File: src/rtl/qracc_pkg.sv
// Shared types for the QRACC SRAM sequencer: FSM state encoding, request bundle and helpers.
package qracc_pkg;

    typedef enum logic [2:0] {
        S_IDLE,
        S_PCH,
        S_WL,
        S_SENSE,
        S_DONE
    } sram_seq_state_t;

    localparam int SRAM_ADDR_W = 8;
    localparam int SRAM_DATA_W = 32;

    // Request bundle as seen on the sram_itf side for the default 2x128x32 geometry.
    typedef struct packed {
        logic                   wr;
        logic [SRAM_ADDR_W-1:0] addr;
        logic [SRAM_DATA_W-1:0] wr_data;
        logic [SRAM_DATA_W-1:0] wr_mask;
    } to_sram_t;

    function automatic int max3(input int a, input int b, input int c);
        int m;
        m = (a > b) ? a : b;
        return (m > c) ? m : c;
    endfunction

endpackage

File: src/rtl/qracc_sram_phase_timer.sv
// Loadable down-counter that times one sequencer phase; zero marks the phase's last cycle.
module qracc_sram_phase_timer #(
    parameter int W = 2
) (
    input  logic         clk,
    input  logic         rst,
    input  logic         load,
    input  logic [W-1:0] load_val,
    output logic         zero
);

    logic [W-1:0] count;

    always_ff @(posedge clk) begin
        if (rst) begin
            count <= '0;
        end else if (load) begin
            count <= load_val;
        end else if (count != '0) begin
            count <= count - 1'b1;
        end
    end

    assign zero = (count == '0);

endmodule

File: src/rtl/qracc_sram_seq.sv
// Multi-bank SRAM macro sequencer: each request runs precharge -> wordline -> (sense) phases.
// Column write mask is enabled by defining QRACC_SRAM_WMASK_EN; otherwise writes drive all columns.
module qracc_sram_seq
    import qracc_pkg::*;
#(
    parameter int numRows    = 128,
    parameter int numCols    = 32,
    parameter int numBanks   = 2,
    parameter int pchCycles  = 1,
    parameter int wlCycles   = 1,
    parameter int saenCycles = 1
) (
    input  logic                                  clk,
    input  logic                                  rst,
    input  logic                                  rq_wr_i,
    input  logic                                  rq_valid_i,
    output logic                                  rq_ready_o,
    input  logic [$clog2(numRows*numBanks)-1:0]   addr_i,
    input  logic [numCols-1:0]                    wr_data_i,
    input  logic [numCols-1:0]                    wr_mask_i,
    output logic                                  rd_valid_o,
    output logic [numCols-1:0]                    rd_data_o,
    output logic [numBanks*numRows-1:0]           WL,
    output logic [numBanks-1:0]                   PCH,
    output logic [numBanks-1:0]                   WRITE,
    output logic [numCols-1:0]                    WR_DATA,
    output logic [numCols-1:0]                    CSEL,
    output logic [numBanks-1:0]                   SAEN,
    input  logic [numBanks*numCols-1:0]           SA_OUT
);

    localparam int ADDR_W = $clog2(numRows*numBanks);
    localparam int BANK_W = (numBanks > 1) ? $clog2(numBanks) : 1;
    localparam int NWL    = numBanks*numRows;
    localparam int TMR_W  = $clog2(max3(pchCycles, wlCycles, saenCycles)) + 1;

    sram_seq_state_t     state;
    logic                op_wr;
    logic [ADDR_W-1:0]   addr_q;
    logic [numCols-1:0]  data_q;
    logic [numCols-1:0]  wmask_q;
    logic [numCols-1:0]  wmask_in;
    logic [BANK_W-1:0]   bank_in;
    logic [BANK_W-1:0]   bank_q;
    logic [numBanks-1:0] bank_oh_in;
    logic [numBanks-1:0] bank_oh_q;
    logic                accept;
    logic                tmr_load;
    logic [TMR_W-1:0]    tmr_val;
    logic                tmr_zero;

    if (numBanks > 1) begin : g_bank
        assign bank_in = addr_i[ADDR_W-1 -: BANK_W];
        assign bank_q  = addr_q[ADDR_W-1 -: BANK_W];
    end else begin : g_no_bank
        assign bank_in = '0;
        assign bank_q  = '0;
    end

    assign bank_oh_in = numBanks'(1) << bank_in;
    assign bank_oh_q  = numBanks'(1) << bank_q;
    assign accept     = rq_valid_i && rq_ready_o;

`ifdef QRACC_SRAM_WMASK_EN
    assign wmask_in = wr_mask_i;
`else
    assign wmask_in = '1;
    logic unused_mask;
    assign unused_mask = ^wr_mask_i;
`endif

    // Reload the timer on the edge that enters the next phase.
    always_comb begin
        tmr_load = 1'b0;
        tmr_val  = '0;
        case (state)
            S_IDLE:  if (accept)   begin tmr_load = 1'b1; tmr_val = TMR_W'(pchCycles - 1);  end
            S_PCH:   if (tmr_zero) begin tmr_load = 1'b1; tmr_val = TMR_W'(wlCycles - 1);   end
            S_WL:    if (tmr_zero) begin tmr_load = 1'b1; tmr_val = TMR_W'(saenCycles - 1); end
            default: ;
        endcase
    end

    qracc_sram_phase_timer #(.W(TMR_W)) u_timer (
        .clk      (clk),
        .rst      (rst),
        .load     (tmr_load),
        .load_val (tmr_val),
        .zero     (tmr_zero)
    );

    always_ff @(posedge clk) begin
        if (rst) begin
            state      <= S_IDLE;
            rq_ready_o <= 1'b1;
            rd_valid_o <= 1'b0;
            rd_data_o  <= '0;
            WL         <= '0;
            PCH        <= '0;
            WRITE      <= '0;
            WR_DATA    <= '0;
            CSEL       <= '0;
            SAEN       <= '0;
            op_wr      <= 1'b0;
            addr_q     <= '0;
            data_q     <= '0;
            wmask_q    <= '0;
        end else begin
            case (state)
                S_IDLE: begin
                    if (accept) begin
                        op_wr      <= rq_wr_i;
                        addr_q     <= addr_i;
                        data_q     <= wr_data_i;
                        wmask_q    <= wmask_in;
                        rq_ready_o <= 1'b0;
                        PCH        <= bank_oh_in;
                        state      <= S_PCH;
                    end
                end
                S_PCH: begin
                    // PCH drops on the same edge WL rises, so they never overlap.
                    if (tmr_zero) begin
                        PCH   <= '0;
                        WL    <= NWL'(1) << addr_q;
                        state <= S_WL;
                        if (op_wr) begin
                            WRITE   <= bank_oh_q;
                            WR_DATA <= data_q & wmask_q;
                            CSEL    <= wmask_q;
                        end else begin
                            CSEL <= '1;
                        end
                    end
                end
                S_WL: begin
                    if (tmr_zero) begin
                        WRITE   <= '0;
                        WR_DATA <= '0;
                        if (op_wr) begin
                            WL         <= '0;
                            CSEL       <= '0;
                            rq_ready_o <= 1'b1;
                            state      <= S_IDLE;
                        end else begin
                            SAEN  <= bank_oh_q;
                            state <= S_SENSE;
                        end
                    end
                end
                S_SENSE: begin
                    if (tmr_zero) begin
                        SAEN       <= '0;
                        WL         <= '0;
                        CSEL       <= '0;
                        rd_data_o  <= SA_OUT[bank_q*numCols +: numCols];
                        rd_valid_o <= 1'b1;
                        state      <= S_DONE;
                    end
                end
                S_DONE: begin
                    rd_valid_o <= 1'b0;
                    rq_ready_o <= 1'b1;
                    state      <= S_IDLE;
                end
                default: begin
                    state      <= S_IDLE;
                    rq_ready_o <= 1'b1;
                end
            endcase
        end
    end

endmodule

File: config.mk
export PLATFORM = sky130hd
export DESIGN_NAME = qracc_sram_seq
export DESIGN_NICKNAME = d
export VERILOG_FILES = /design/src/rtl/qracc_pkg.sv /design/src/rtl/qracc_sram_phase_timer.sv /design/src/rtl/qracc_sram_seq.sv
export SDC_FILE = /design/constraint.sdc
export NUM_CORES = 1
export LEC_CHECK = 0
export ABC_AREA = 1
export CORE_ASPECT_RATIO = 2
export CORE_MARGIN = 1
export CORE_UTILIZATION = 25
export DETAILED_ROUTE_END_ITERATION = 8
export SYNTH_ARGS = -nofsm -noshare
export SYNTH_HDL_FRONTEND = slang
export SYNTH_SLANG_ARGS = --single-unit
File: constraint.sdc
create_clock -name clk -period 1.6 [get_ports clk]
set_clock_uncertainty 0.05 [all_clocks]
set_input_delay 0.32 -clock clk [delete_from_list [all_inputs] [get_ports clk]]
set_output_delay 0.32 -clock clk [all_outputs]
set_load 0.01 [all_outputs]
; ---- After elaboration in Yosys (flattened, before gate mapping)
; Index checks and enable logic that the tools add are counted.
[word_totals]
regBits = 406
wordCells = 91
output_inout_bits = 360
input_bits = 140
[op_classes]
n_shift = 4
add_sub_neg = 1
muxes = 38
n_reduce_logical = 19
bitwise_logic = 3
eq_ne = 11
[op_table]
columns = cell, n
row1 = $mux 256, 4
row2 = $pmux 256 s3, 1
row3 = $shl 1x8->256 const A, 1
row4 = $mux 32, 7
row5 = $pmux 32 s3, 1
row6 = $pmux 32 s2, 1
row7 = $shiftx 64x7->32, 1
row8 = $and 32x32->32, 1
row9 = $reduce_and 4->1, 4
row10 = $mux 2, 7
row11 = $ne 2x2->1 const B, 7
row12 = $mux 3, 4
row13 = $pmux 2 s2, 3
row14 = $pmux 3 s4, 1
row15 = $reduce_bool 2->1, 4
row16 = $eq 3x2->1 const B, 2
row17 = $mux 1, 6
row18 = $reduce_and 2->1, 3
row19 = $reduce_and 5->1, 1
row20 = $pmux 1 s2, 2
row21 = $reduce_or 2->1, 2
row22 = $shl 1x1->2 const A, 2
row23 = $eq 3x1->1 const B, 1
row24 = $eq 3x3->1 const B, 1
row25 = 8 further kinds, 9

; ---- Logic depth before layout (Yosys ltp)
[depth]
ltp_word = 4
depth_mapped = 10
ltp_nobuf = 8

; ---- By module
; From an unflattened synthesis, not the netlist that was laid out.
[hier_totals]
cells_unflattened = 1943
area_unflattened_um2 = 14650.3
[modules_own_cells]
columns = module, area_each_um2, instances, cells_each
row1 = qracc_sram_seq, 14616.5, 1, 1939
row2 = qracc_sram_phase_timer, 33.8, 1, 4

; ---- Least setup slack after synthesis
; OpenSTA, ideal clock, no wires.
[synth_path]
path_type = reg2reg
startpoint = register state[2]
endpoint = register WRITE[0]
path_slack_ns = 0.124
required_time_ns = 1.438
n_path_buf = 2
stages_incl_launch_ff = 11
arrival_ns = 1.314
setup_ns = 0.112
path_cell_list = dfxtp_1 > inv_2 > nand2_1 > nor2_4 > inv_2 > o21ai_2 > and2_1 > buf_4 > buf_6 > nor2_1 > nor2_1
[synth_via]
elab_chain_cells = 3
[synth_rtl]
columns = element, line_no
row1 = "start, declared", qracc_sram_seq.sv:37  ; sram_seq_state_t state;
row2 = "start signal, assigned", qracc_sram_seq.sv:94  ; state <= S_IDLE;
row3 = "start signal, assigned", qracc_sram_seq.sv:118  ; state <= S_PCH;
row4 = "start signal, assigned", qracc_sram_seq.sv:126  ; state <= S_WL;
row5 = $eq 3x1->1 or $eq 3x2->1 (tied branches), qracc_sram_seq.sv:109  ; case (state)
row6 = $ne 2x2->1 (no source line) or $reduce_bool 2->1 (tied branches), -
row7 = $reduce_and 4->1 (no source line), -
row8 = "end signal, assigned", qracc_sram_seq.sv:128  ; WRITE <= bank_oh_q;
row9 = "end, declared", qracc_sram_seq.sv:25  ; output logic [numBanks-1:0] WRITE,
; Parallel ways exist; a longest one is shown, timed or not.
; A chain may end at the register's enable or synchronous reset.

; ---- Worst setup path after layout
[layout_path]
startpoint = register state[0]
endpoint = register WL[213]
[layout_via]
elab_chain_cells = 3
[layout_rtl]
columns = element, line_no
row1 = $eq 3x1->1 or $eq 3x2->1 (tied branches), qracc_sram_seq.sv:109
row2 = $ne 2x2->1 (no source line) or $reduce_bool 3->1 (tied branches), -
row3 = $reduce_and 5->1 (no source line), -
row4 = "end signal, assigned", qracc_sram_seq.sv:125  ; WL <= NWL'(1) << addr_q;
row5 = "end, declared", qracc_sram_seq.sv:23  ; output logic [numBanks*numRows-1:0] WL,
; Parallel ways exist; a longest one is shown, timed or not.

==> run_results.csv <==
group,metric,value,unit
worst_setup_path,cp_common_cell,"nor2_4",
worst_setup_path,crit_slowest_cell,"dfxtp_4",
status,status,"complete, but fails checks",
power,power_frac_seq,0.302,
power,power_frac_comb,0.433,
power,power_switching_share,0.3721,
worst_setup_path,path_delay_family,"buffers and inverters",
sta,fmax,0.5800,GHz
sta,fin_crit_sh,1.078,
yosys,synth_area_leaders,"dfxtp_1 (51%), nand2_1 (11%), nand3_1 (11%), a21oi_1 (10%), nor2_1 (3.7%)",
hold_path,whs_path_depth,4,
worst_setup_path,worstPathMaxFanout,8,
global_route,track_usage,0.2041,
routing,routed_wl,74410,um
die,die_y,344.9,um
routing,drt-vias-per-instance,5.028,
sta,drv_slew,0,
yosys,synth_top_area_share,0.5109,
yosys,synth_warnings,0,
clocking,clk_pin_slew,0.07,ns
die,io_pins,500,
power,p_total,34.74,mW
finish,antenna_cells,0,
clocking,clkSinkCount,375,
power,switchingPower,12.92,mW
yosys,syn-num-nets,2090,
finish,drive_above_1_share,0.3774,
worst_setup_path,r2r_start,"state[0]",
power,p_int,21.81,mW
power,vdd_ir_drop_max,1.012,mV
worst_setup_path,slowest_delay,0.38,ns
clocking,numCtsBuffers,36,
sta,grt_setup_unrepaired,"yes",
routing,wl_per_cell,22.45,um
routing,vias,16664,
sta,fin_hold_ws,0.04551,ns
power,power_density,1271,nW/um^2
worst_setup_path,path_class,"register to register",
global_route,grt_pass1_vias,15006,
global_route,grt-ovfl-total,0,
status,violations,"negative setup slack",
finish,syn2layout_area_growth,85.95,%
global_route,grt_pass1_wl,92650,um
hold_path,min_path_type,"input pin to register",
routing,postRouteAntennaNets,0,
worst_setup_path,r2r_cells,9,
worst_setup_path,end_kind,"register",
hold_path,min_to,"addr_q[4]",
worst_setup_path,rr_endpoint,"WL[213]",
die,die_w,173.4,um
worst_setup_path,worst_setup_path_start_kind,"register",
yosys,netlist_area,14700,um^2
yosys,syn_area_per_cell,7.536,um^2
clocking,root_buffer,"clkbuf_16",
worst_setup_path,worstPathRequired,2.03,ns
power,power_frac_clock,0.265,
die,initial_core_util,0.2533,
sta,min_period,1.724,ns
clocking,cts_max_level,2,
die,dieArea,59810,um^2
yosys,yosysTopAreaCell,"dfxtp_1",
worst_setup_path,crit_chain,"inv_4 > nor2_4 > nand2_4 > nor2_4 > buf_6 > buf_12 > clkbuf_16 > nand3_2 > a21oi_2",
sta,tightest_slew,0.7116,ns
sta,setup_viol,310,
finish,nNetsFinal,2666,
placement,gp_congestion,0.8596,
clocking,cts_tree,"yes",
sta,fin_ws,-0.1240,ns
hold_path,min_from,"rst",
clocking,worst_skew_pair.late_latency,0.57,ns
die,core,58020,um^2
placement,port_buffers,467,
yosys,yosysSeqAreaShare,0.5109,
clocking,clock_path_buffers,3,
worst_setup_path,r2r_slack,-0.12,ns
yosys,synth_cell_types,25,
worst_setup_path,worst-path-buf-inv,4,
routing,firstDrtPassIters,5,
placement,dpl.hpwl,44650,um
routing,drt-initial-drc-count,1068,
power,p_leak,10.45,nW
yosys,ys_ff_latch,375,
sta,timing.max_slew.rel_slack,0.5256,
die,rows,125,
global_route,grt_max_degree,85,
yosys,netlist_instances,1950,
global_route,antenna_found_initial,5,
sta,hold_viol_final,0,
job,drv_cap,0,
routing,post-route-drc-count,0,
worst_setup_path,arrival,2.16,ns
[metal layers]
metal / track usage / vias to the layer above / wire (um)
met4: 0.1005 / 6 / 4363
li1: - / 7732 / -
met5: 0 / - / 33
met3: 0.04848 / 195 / 4569
met1: 0.2178 / 7987 / 26580
met2: 0.3742 / 744 / 38860
[cell type report]
class                   count  area (um^2)
well taps                 762        953.4
inverters                  22        107.6
repair buffers            746         8413
fillers                  5351        30700
clock inverters            11        156.4
clock buffers              53         1097
flip-flops and latches    375         7557
multi-input cells        1345         9041
[placed cells by master, fill, tap and decap left out, types with 82 or more instances in the layout]
| cell | synthesis | layout |
|---|---|---|
| dfxtp_1 | 375 | 349 |
| nand2_1 | 446 | 340 |
| dlygate4sd2_1 | 0 | 236 |
| nand3_1 | 332 | 177 |
| a21oi_2 | 0 | 167 |
| a21oi_1 | 302 | 135 |
| buf_4 | 35 | 111 |
| clkdlybuf4s50_1 | 0 | 106 |
| nor2_1 | 143 | 89 |
| clkbuf_16 | 0 | 88 |
| nand3_2 | 0 | 82 |
[registers in the layout (all words and copies together), names as in the netlist]
signal and count:
u_timer.count 1, PCH 2, rq_ready_o 1, rd_data_o 32
wmask_q 1, CSEL 1, SAEN 2, data_q 32
WRITE 2, addr_q 8, state 3, op_wr 1
WL 256, WR_DATA 32, rd_valid_o 1
[cells in the mapped netlist (all sizes together)]
cell type,number
o21a,2
clkbuf,94
buf,116
o21ai,45
nor3,9
a21oi,302
nand3,332
nor2,145
clkinv,3
nand4,25
a31oi,32
inv,19
dfxtp,375
nand2,448
a211oi,1
conb,1
and2,1
[repair_timing]
action | CTS | global route
hold buffers | 0 | 0
pin swaps | 32 | 290
endpoints found under the hold margin | 0 | 0
gates resized for setup | 698 | 751
setup endpoints to repair | 615 | 446
buffers inserted | 29 | 23
cloned | 12 | 64
[power groups by stage]
stage	logic, mW	clock network [mW]	registers (mW)
after floorplan	4.87	0	10.6
after global placement	8.85	0	10.5
after detailed placement	8.93	0	10.5
after CTS	10.1	9.42	10.4
after global routing	15.7	9.75	10.5
final	15.0	9.21	10.5
[worst reg2reg max path: stages (launching register included)]
cell and delay [ns]:
dfxtp_4 0.38, inv_4 0.05, nor2_4 0.15, nand2_4 0.09
nor2_4 0.16, buf_6 0.12, buf_12 0.15, clkbuf_16 0.23
nand3_2 0.10, a21oi_2 0.19
[metrics by stage]
step / instance area (um^2) / util / cells / setup slack [ns] / TNS [ns]
3_5_place_dp: 20950 / 0.3610 / 3129 / -0.2314 / -24.27
2_1_floorplan: 14700 / - / 1950 / 0.1245 / 0
3_3_place_gp: 20950 / 0.3610 / 3129 / -0.2271 / -17.14
4_1_cts: 22710 / 0.3914 / 3233 / -0.1940 / -4.092
5_1_grt: 27330 / 0.4709 / 3314 / -0.1961 / -40.02
6_report: 27330 / 0.4709 / 3314 / -0.1240 / -14.70
[logic make-up (layout without fill, tap and decap cells)]
group,after synthesis,in the layout,synth area share
buffers and inverters,232,832,0.07561
DFF,375,375,0.5109
and+or+nand+nor,960,962,0.2797
AOI/OAI and AO/OA,382,382,0.1336
other,1,1,0.0002552
[worst max path at each step]
stage,from,to,slack [ns],cells after the start
after global placement,addr_q[0],WL[227],-0.23,8
after CTS,CSEL[30],CSEL[31],-0.19,3
final,state[0],WL[213],-0.12,9
after detailed placement,addr_q[0],WL[99],-0.23,8
after floorplan,state[2],WRITE[0],0.12,10
after global routing,state[0],WL[213],-0.20,9
Note: power is estimated with default switching activity, not from simulation.
